<file path="src/rtl/servo_pwm_decoder.sv">
// Servo PWM receiver: measures synchronized pulse high time and recovers the
// 8-bit angle code with counters only; flags bad pulse widths and loss of signal.
module servo_pwm_decoder #(
    parameter int unsigned FREQ = 50_000_000
) (
    input  logic       clk,
    input  logic       rst,
    input  logic       servo_pwm,
    output logic [7:0] angle,
    output logic       angle_valid,
    output logic       pulse_err,
    output logic       signal_lost
);

    localparam int unsigned CW               = 32;
    localparam int unsigned CYCLES_1_MS      = FREQ / 1_000;
    localparam int unsigned CYCLES_PER_ANGLE = (CYCLES_1_MS * 2) / 255;
    localparam int unsigned MIN_PULSE        = CYCLES_1_MS * 2 / 3;
    localparam int unsigned SHORT_LIMIT      = CYCLES_1_MS / 2;
    localparam int unsigned LONG_LIMIT       = CYCLES_1_MS * 3;
    localparam int unsigned PERIOD_TIMEOUT   = CYCLES_1_MS * 25;
    // Starting the angle count half an LSB early turns truncation into round-to-nearest.
    localparam int unsigned OFFSET_LIMIT     = MIN_PULSE - CYCLES_PER_ANGLE / 2;

    typedef enum logic [1:0] {
        WAIT_LOW,
        IDLE,
        OFFSET,
        ACCUM
    } state_t;

    state_t        state, state_nxt;
    logic          sync1, sync2, sync3;
    logic          s, rise, fall;
    logic [CW-1:0] high_cnt, high_nxt;
    logic [CW-1:0] sub_cnt, sub_nxt;
    logic [CW-1:0] per_cnt, per_nxt;
    logic [7:0]    acc, acc_nxt;
    logic [7:0]    angle_nxt;
    logic          valid_nxt, err_nxt, lost_nxt;

    // Synchronizer resets high so a pin already high at reset release never looks like a fresh rising edge.
    always_ff @(posedge clk or posedge rst) begin
        if (rst) begin
            sync1 <= 1'b1;
            sync2 <= 1'b1;
            sync3 <= 1'b1;
        end else begin
            sync1 <= servo_pwm;
            sync2 <= sync1;
            sync3 <= sync2;
        end
    end

    assign s    = sync2;
    assign rise = sync2 & ~sync3;
    assign fall = ~sync2 & sync3;

    always_ff @(posedge clk or posedge rst) begin
        if (rst) begin
            state       <= WAIT_LOW;
            high_cnt    <= '0;
            sub_cnt     <= '0;
            per_cnt     <= '0;
            acc         <= '0;
            angle       <= '0;
            angle_valid <= 1'b0;
            pulse_err   <= 1'b0;
            signal_lost <= 1'b1;
        end else begin
            state       <= state_nxt;
            high_cnt    <= high_nxt;
            sub_cnt     <= sub_nxt;
            per_cnt     <= per_nxt;
            acc         <= acc_nxt;
            angle       <= angle_nxt;
            angle_valid <= valid_nxt;
            pulse_err   <= err_nxt;
            signal_lost <= lost_nxt;
        end
    end

    // high_cnt holds the number of high cycles seen before the current one, so it equals H on the falling-edge cycle.
    always_comb begin
        state_nxt = state;
        high_nxt  = high_cnt;
        sub_nxt   = sub_cnt;
        acc_nxt   = acc;
        angle_nxt = angle;
        valid_nxt = 1'b0;
        err_nxt   = 1'b0;

        case (state)
            WAIT_LOW: begin
                if (!s) begin
                    state_nxt = IDLE;
                end
            end
            IDLE: begin
                if (rise) begin
                    state_nxt = OFFSET;
                    high_nxt  = CW'(1);
                end
            end
            OFFSET: begin
                if (fall) begin
                    state_nxt = IDLE;
                    if (high_cnt < CW'(SHORT_LIMIT)) begin
                        err_nxt = 1'b1;
                    end else begin
                        valid_nxt = 1'b1;
                        angle_nxt = 8'd0;
                    end
                end else begin
                    high_nxt = high_cnt + CW'(1);
                    if (high_cnt == CW'(OFFSET_LIMIT - 1)) begin
                        state_nxt = ACCUM;
                        sub_nxt   = '0;
                        acc_nxt   = '0;
                    end
                end
            end
            ACCUM: begin
                if (fall) begin
                    state_nxt = IDLE;
                    valid_nxt = 1'b1;
                    angle_nxt = acc;
                end else if (high_cnt == CW'(LONG_LIMIT)) begin
                    state_nxt = WAIT_LOW;
                    err_nxt   = 1'b1;
                end else begin
                    high_nxt = high_cnt + CW'(1);
                    if (sub_cnt == CW'(CYCLES_PER_ANGLE - 1)) begin
                        sub_nxt = '0;
                        if (acc != 8'hFF) begin
                            acc_nxt = acc + 8'd1;
                        end
                    end else begin
                        sub_nxt = sub_cnt + CW'(1);
                    end
                end
            end
            default: begin
                state_nxt = WAIT_LOW;
            end
        endcase
    end

    // Period watchdog: the rising-edge cycle counts as cycle 1, so loss flags PERIOD_TIMEOUT cycles after the edge.
    always_comb begin
        per_nxt  = per_cnt;
        lost_nxt = signal_lost;
        if (rise) begin
            per_nxt = CW'(1);
        end else if (per_cnt != CW'(PERIOD_TIMEOUT)) begin
            per_nxt = per_cnt + CW'(1);
        end
        if (valid_nxt) begin
            lost_nxt = 1'b0;
        end
        if (per_nxt == CW'(PERIOD_TIMEOUT)) begin
            lost_nxt = 1'b1;
        end
    end

endmodule

</file>
<file path="config.mk">
export PLATFORM = sky130hd
export DESIGN_NAME = servo_pwm_decoder
export DESIGN_NICKNAME = d
export VERILOG_FILES = /design/src/rtl/servo_pwm_decoder.sv
export SDC_FILE = /design/constraint.sdc
export NUM_CORES = 1
export LEC_CHECK = 0
export BUFFER_PORTS_ARGS = -buffer_cell sky130_fd_sc_hd__buf_4
export CAP_MARGIN = 10
export CORE_MARGIN = 5
export CORE_UTILIZATION = 45
export DETAILED_ROUTE_END_ITERATION = 6
export PLACE_DENSITY_LB_ADDON = 0.12
export SYNTH_ARGS = -nofsm -noshare
export SYNTH_HDL_FRONTEND = slang
export SYNTH_SLANG_ARGS = --single-unit
</file>
<file path="constraint.sdc">
create_clock -name clk -period 4.3 [get_ports clk]
set_input_delay 1.075 -clock clk [delete_from_list [all_inputs] [get_ports clk]]
set_output_delay 1.075 -clock clk [all_outputs]
set_load 0.005 [all_outputs]
</file>
==> results of run 1 <==
-- Yosys cell counts (all sizes together) (4+ instances only) --
| cell type | number |
|---|---|
| dfrtp | 116 |
| nor2 | 92 |
| nand2 | 71 |
| o21ai | 46 |
| nand3 | 41 |
| xnor2 | 36 |
| xor2 | 34 |
| nand4 | 25 |
| and3 | 24 |
| nor3 | 24 |
| nor4 | 23 |
| inv | 19 |
| a21oi | 17 |
| buf | 15 |
| or3 | 11 |
| or4 | 11 |
| o31ai | 10 |
| and4 | 9 |
| clkbuf | 9 |
| nor3b | 8 |
| and2 | 6 |
| ha | 6 |
| nor2b | 6 |
| a22o | 5 |
| nand2b | 5 |
| dfstp | 4 |
| mux2i | 4 |
-- sequential cells by signal, summed over array words and instances, names as in the netlist --
name	count
high_cnt	32
per_cnt	32
sub_cnt	32
acc	8
angle	8
state	2
angle_valid	1
pulse_err	1
s	1
signal_lost	1
sync1	1
sync3	1
-- routing by layer --
layer,share of wire,GRT usage,routed length [um]
met2,0.46,0.289,6670
met4,0.018,0.0648,258
met3,0.042,0.0392,615
met5,0,0,0
met1,0.48,0.260,7030
-- through the flow --
step                      cells  hold WS (ps)  worst slack, ps
after global routing        909           363              799
after global placement      877           346             1330
after detailed placement    877           349             1150
after CTS                   909           357             1130
after floorplan             704           345             45.8
final                       909           356             1170
-- cell type report --
cell class,count,area (um2),area share
multi-input cells,541,3250,0.443
flip-flops and latches,120,3010,0.410
clock buffers,23,468,0.0638
clock inverters,9,170,0.0232
well taps,180,225,0.0307
inverters,19,73.8,0.0101
repair buffers,17,140,0.0191
-- power by group --
group | internal, mW | leakage [nW] | switching (mW)
registers | 1.20 | 1.64 | 0.0884
logic | 0.117 | 1.14 | 0.209
clock network | 1.05 | 0.315 | 0.494
-- logic make-up (layout without fill, tap and decap cells) --
| logic type | count (synthesis) | in the layout | synth area share |
|---|---|---|---|
| AO/OA/AOI/OAI | 91 | 91 | 0.0878 |
| AND/OR/NAND/NOR | 368 | 368 | 0.300 |
| flip-flops | 120 | 120 | 0.467 |
| buffers and inverters | 43 | 68 | 0.0286 |
| multiplexers | 5 | 5 | 0.00797 |
| adder cells (fa/ha/maj) | 7 | 7 | 0.0132 |
| XOR/XNOR | 70 | 70 | 0.0952 |
-- worst max-delay path: stages, from the launching register on --
cell and delay [ps]:
dfrtp_1 420, nor4_1 310, nand4_1 310, o31ai_2 460, nand3_1 610, nor2_1 620, nand4_1 140, o21ai_0 180
-- worst max path at each step --
| stage | end | depth (start not counted) |
|---|---|---|
| 2_1_floorplan | acc[0] | 1 |
| 3_3_place_gp | sub_cnt[10] | 7 |
| 3_5_place_dp | sub_cnt[10] | 7 |
| 4_1_cts | sub_cnt[10] | 7 |
| 5_1_grt | sub_cnt[10] | 7 |
| 6_report | sub_cnt[10] | 7 |
==> flow_summary.json, run 1 <==
{
  "grt_pass1_wl_mm": 25.4,
  "hold_end": "s",
  "worstSetupPathType": "flip-flop to flip-flop",
  "drt-pass1-iter-count": 5,
  "worst_r2r_path_depth": 7,
  "grt_pass1_vias": 5088,
  "synth_area_um2": 6440,
  "vdd_drop_max_uv": 270,
  "worstPathArrival_ps": 3470,
  "fmax_ghz": 0.319,
  "timing.slew.headroom": 0.265,
  "clk_root_buffer_cell": "clkbuf_16",
  "antenna_found_initial": 0,
  "reg2reg_from": "high_cnt[20]",
  "die_y_um": 130,
  "synth_area_leaders": "dfrtp_1 45%, nor2_1 5.4%, xnor2_1 4.9%, xor2_1 4.6%, nand2_1 4.1%",
  "holdPathStages": 0,
  "globalRouteTotalUtil": 0.186,
  "core_um2": 13900,
  "cp-end-kind": "flip-flop",
  "place.gp.congestion": 0.870,
  "wl_mm": 14.6,
  "grt_max_degree": 77,
  "cts_num_sinks": 120,
  "start_util": 0.462,
  "ioPinCount": 14,
  "worst_pin_slew_ps": 1090,
  "power.density_nw_per_um2": 431,
  "rsz0062_at_grt": "false",
  "rows": 43,
  "p_leak_nw": 3.09,
  "synth-async-reset-ratio": 1.00,
  "synth_top_area_frac": 0.451,
  "grt-ovfl-total": 0,
  "post-route-period-util": 0.729,
  "htreeDepth": 4,
  "cts_tree": "built",
  "synth_nets": 713,
  "slew_viol_final": 0,
  "synth-edff-count": 0,
  "synth_cell_types": 56,
  "crit_path_start_kind": "flip-flop",
  "path_clk_slew_ps": 50,
  "drtAntennaViolNets": 0,
  "worstPathRequired_ps": 4630,
  "yosys_warnings": 0,
  "final_cell_area_um2": 7330,
  "vias_per_cell": 5.71,
  "maxCapViolations": 0,
  "fp.dieArea_um2": 16800,
  "status": "finished clean",
  "n_antenna_cell": 0,
  "worstPathMaxFanout": 22,
  "final_util": 0.526,
  "layout_common_cells": "116 x dfrtp_1, 92 x nor2_1, 70 x nand2_1, 44 x o21ai_0, 40 x nand3_1",
  "finClkSkew_ps": 11.7,
  "crit_start": "high_cnt[20]",
  "min_path_type": "flip-flop to flip-flop",
  "clockBufferDepth": 2,
  "synthCells": 704,
  "avgSynthCellArea_um2": 9.15,
  "layout-drive-gt1-share": 0.0919,
  "synth_seq_cells": 120,
  "io_buffers": 13,
  "numCtsBuffers": 17,
  "min_from": "sync1",
  "hold_buffers": 0,
  "synthFlopType": "dfrtp_1",
  "initialDrtViolationCount": 433,
  "syn2layout_area_growth_pct": 13.9,
  "insertion_delay_ps": 420,
  "yosysTopAreaCell": "dfrtp_1",
  "place_area_um2": 6700,
  "die_w_um": 130,
  "ctsResizeCount": 0,
  "setup_viol": 0,
  "route.detailed.drc": 0,
  "fillers": 1258,
  "via_count": 5192,
  "nets": 725,
  "post_cts.repair.setup_buffers": 0,
  "final_common_cell": "dfrtp_1",
  "seq_area_frac_synth": 0.467,
  "dp.final_hpwl_mm": 9.82,
  "period_minus_slack_ps": 3130,
  "totalPowerFinal_mw": 3.16,
  "final.setup.tns_ps": 0,
  "timing.rr.end": "sub_cnt[10]",
  "hold_viol": 0,
  "wl_per_cell_um": 16.0,
  "reg2reg_slack_ps": 1170
}
Power figures use the tool's default switching activity.
==> run 2, diff against run 1 <==
ABC_AREA = 1   (was unset)
clock period = 3.2 ns   (was 4.3 ns; I/O delays follow)
==> flow_summary.json, run 2 <==
{
  "synth_top_area_frac": 0.361,
  "grt-ovfl-total": 0,
  "path_clk_slew_ps": 60,
  "dp_slack_ps": 648,
  "fin_ws_ps": 631,
  "fp.dieArea_um2": 20700,
  "core_um2": 17800,
  "start_util": 0.453,
  "power.density_nw_per_um2": 501,
  "post_cts.repair.setup_buffers": 0,
  "nets": 1182,
  "avgSynthCellArea_um2": 6.92,
  "final_common_cell": "nand2_1",
  "vdd_drop_max_uv": 388,
  "synthSimpleGateAreaFrac": 0.411,
  "reg_top3": "high_cnt (32), per_cnt (32), sub_cnt (32)",
  "htreeDepth": 4,
  "seq_area_frac_synth": 0.374,
  "min_path_type": "flip-flop to flip-flop",
  "yosys_warnings": 0,
  "setup_viol": 0,
  "timing.slew.headroom": 0.520,
  "hold_viol": 0,
  "clockBufferDepth": 2,
  "numCtsBuffers": 17,
  "ioPinCount": 14,
  "final_util": 0.503,
  "worstPathRequired_ps": 3560,
  "totalPowerFinal_mw": 4.48,
  "synth_cell_types": 44,
  "antenna_found_initial": 0,
  "grt_pass1_vias": 7040,
  "synth_seq_cells": 120,
  "grt_pass1_wl_mm": 35.4,
  "final.setup.tns_ps": 0,
  "synth.area.mux_share": 0,
  "yosys.area_share.adder": 0.00933,
  "layout_common_cells": "344 x nand2_1, 163 x nor2_1, 116 x dfrtp_1, 113 x inv_1, 68 x nand3_1",
  "synthFlopType": "dfrtp_1",
  "syn2layout_area_growth_pct": 11.1,
  "worstPathArrival_ps": 2920,
  "period_minus_slack_ps": 2570,
  "n_antenna_cell": 0,
  "route.detailed.drc": 0,
  "worst_pin_slew_ps": 719,
  "seq_area_um2": 3010,
  "synth-edff-count": 0,
  "cts_num_sinks": 120,
  "clk_root_buffer_cell": "clkbuf_16",
  "cp-end-kind": "flip-flop",
  "drtAntennaViolNets": 0,
  "rows": 49,
  "yosysTopAreaCell": "dfrtp_1",
  "place.gp.congestion": 0.932,
  "synth_nets": 1172,
  "io_buffers": 13,
  "ys_top_cells_by_count": "344 x nand2_1, 163 x nor2_1, 116 x dfrtp_1, 114 x inv_1, 68 x nand3_1",
  "worstPathMaxFanout": 35,
  "vias_per_cell": 5.31,
  "status": "finished clean",
  "synth_top_family_by_area": "simple AND/OR/NAND/NOR gates",
  "die_y_um": 144,
  "wl_mm": 21.2,
  "synthCells": 1163,
  "maxCapViolations": 0,
  "synth-compound-area-share": 0.0828,
  "ctsResizeCount": 0,
  "layout-drive-gt1-share": 0.108,
  "crit_path_start_kind": "flip-flop",
  "drt-pass1-iter-count": 6,
  "fmax_ghz": 0.389,
  "synth_xor_area_frac": 0.0424,
  "slew_viol_final": 0,
  "via_count": 7511,
  "yosysMostFrequentCell": "nand2_1",
  "finClkSkew_ps": 9.45,
  "post-route-period-util": 0.803,
  "dp.final_hpwl_mm": 15.7,
  "insertion_delay_ps": 430,
  "globalRouteTotalUtil": 0.214,
  "grt_max_degree": 52,
  "rsz0062_at_grt": "false",
  "initialDrtViolationCount": 577,
  "cts_tree": "built",
  "multi_input_area_um2": 4390,
  "p_leak_nw": 3.87,
  "synth-async-reset-ratio": 1.00,
  "die_w_um": 144,
  "wl_per_cell_um": 14.9,
  "synth_area_leaders": "dfrtp_1 36%, nand2_1 16%, nor2_1 7.6%, inv_1 5.3%, nand3_1 4.2%",
  "fillers": 1776,
  "synth_area_um2": 8050,
  "worstSetupPathType": "flip-flop to flip-flop",
  "hold_buffers": 0
}
==> run 2: kinds of logic after synthesis <==
logic type,after synthesis
xor+xnor,39
buf+inv,158
simple gates,729
fa+ha+maj,6
compound gates,111
flops,120
==> run 2: metrics by stage <==
stage | area (um2) | hold WS (ps) | std cells
global route | 8940 | 362 | 1415
finish | 8940 | 356 | 1415
floorplan | 8050 | 345 | 1163
detailed placement | 8350 | 347 | 1383
global placement | 8350 | 348 | 1383
CTS | 8940 | 355 | 1415
==> run 2: layer usage <==
| layer | GRT usage | share of wire | vias up | routed length, um |
|---|---|---|---|---|
| li1 | - | - | 3806 | - |
| met1 | 0.311 | 0.50 | 3477 | 10500 |
| met2 | 0.323 | 0.44 | 188 | 9260 |
| met3 | 0.0376 | 0.044 | 40 | 934 |
| met4 | 0.0763 | 0.020 | 0 | 433 |
| met5 | 0 | 0 | - | 0 |
==> run 2: area by class of cell <==
cell class / instances / share of cell area
clock buffer: 17 / 0.0476
clock inverter: 15 / 0.0183
inverter: 129 / 0.0549
multi-input combinational: 885 / 0.491
sequential: 120 / 0.336
tap: 229 / 0.0321
timing repair buffer: 20 / 0.0196
==> run 2: worst max-delay path, stage by stage (launching register included) <==
cell and delay, ps:
dfrtp_1 440, inv_1 120, ha_1 150, nand2_1 50
nor2_1 200, nand4_1 150, nor3_2 250, nor2_2 110
nor2_8 370, inv_4 260, o21ai_0 240, nand2_1 70
nor2_1 80
==> run 2: where the power goes <==
group | leakage [nW] | switching (mW) | internal [mW]
registers | 1.65 | 0.0821 | 1.59
logic | 1.93 | 0.658 | 0.208
clock network | 0.291 | 0.776 | 1.16
==> run 2: worst paths after layout <==
check                       startpoint           to  slack, ps  depth (start not counted)
hold reg to reg                  sync1            s        360                          0
min in group asynchronous          rst  sub_cnt[23]        490                          2
setup reg to reg           high_cnt[0]   sub_cnt[6]        630                         12
max in group asynchronous          rst  signal_lost       1980                          3
setup / recovery           high_cnt[0]   sub_cnt[6]        630                         12
hold / removal                   sync1            s        360                          0
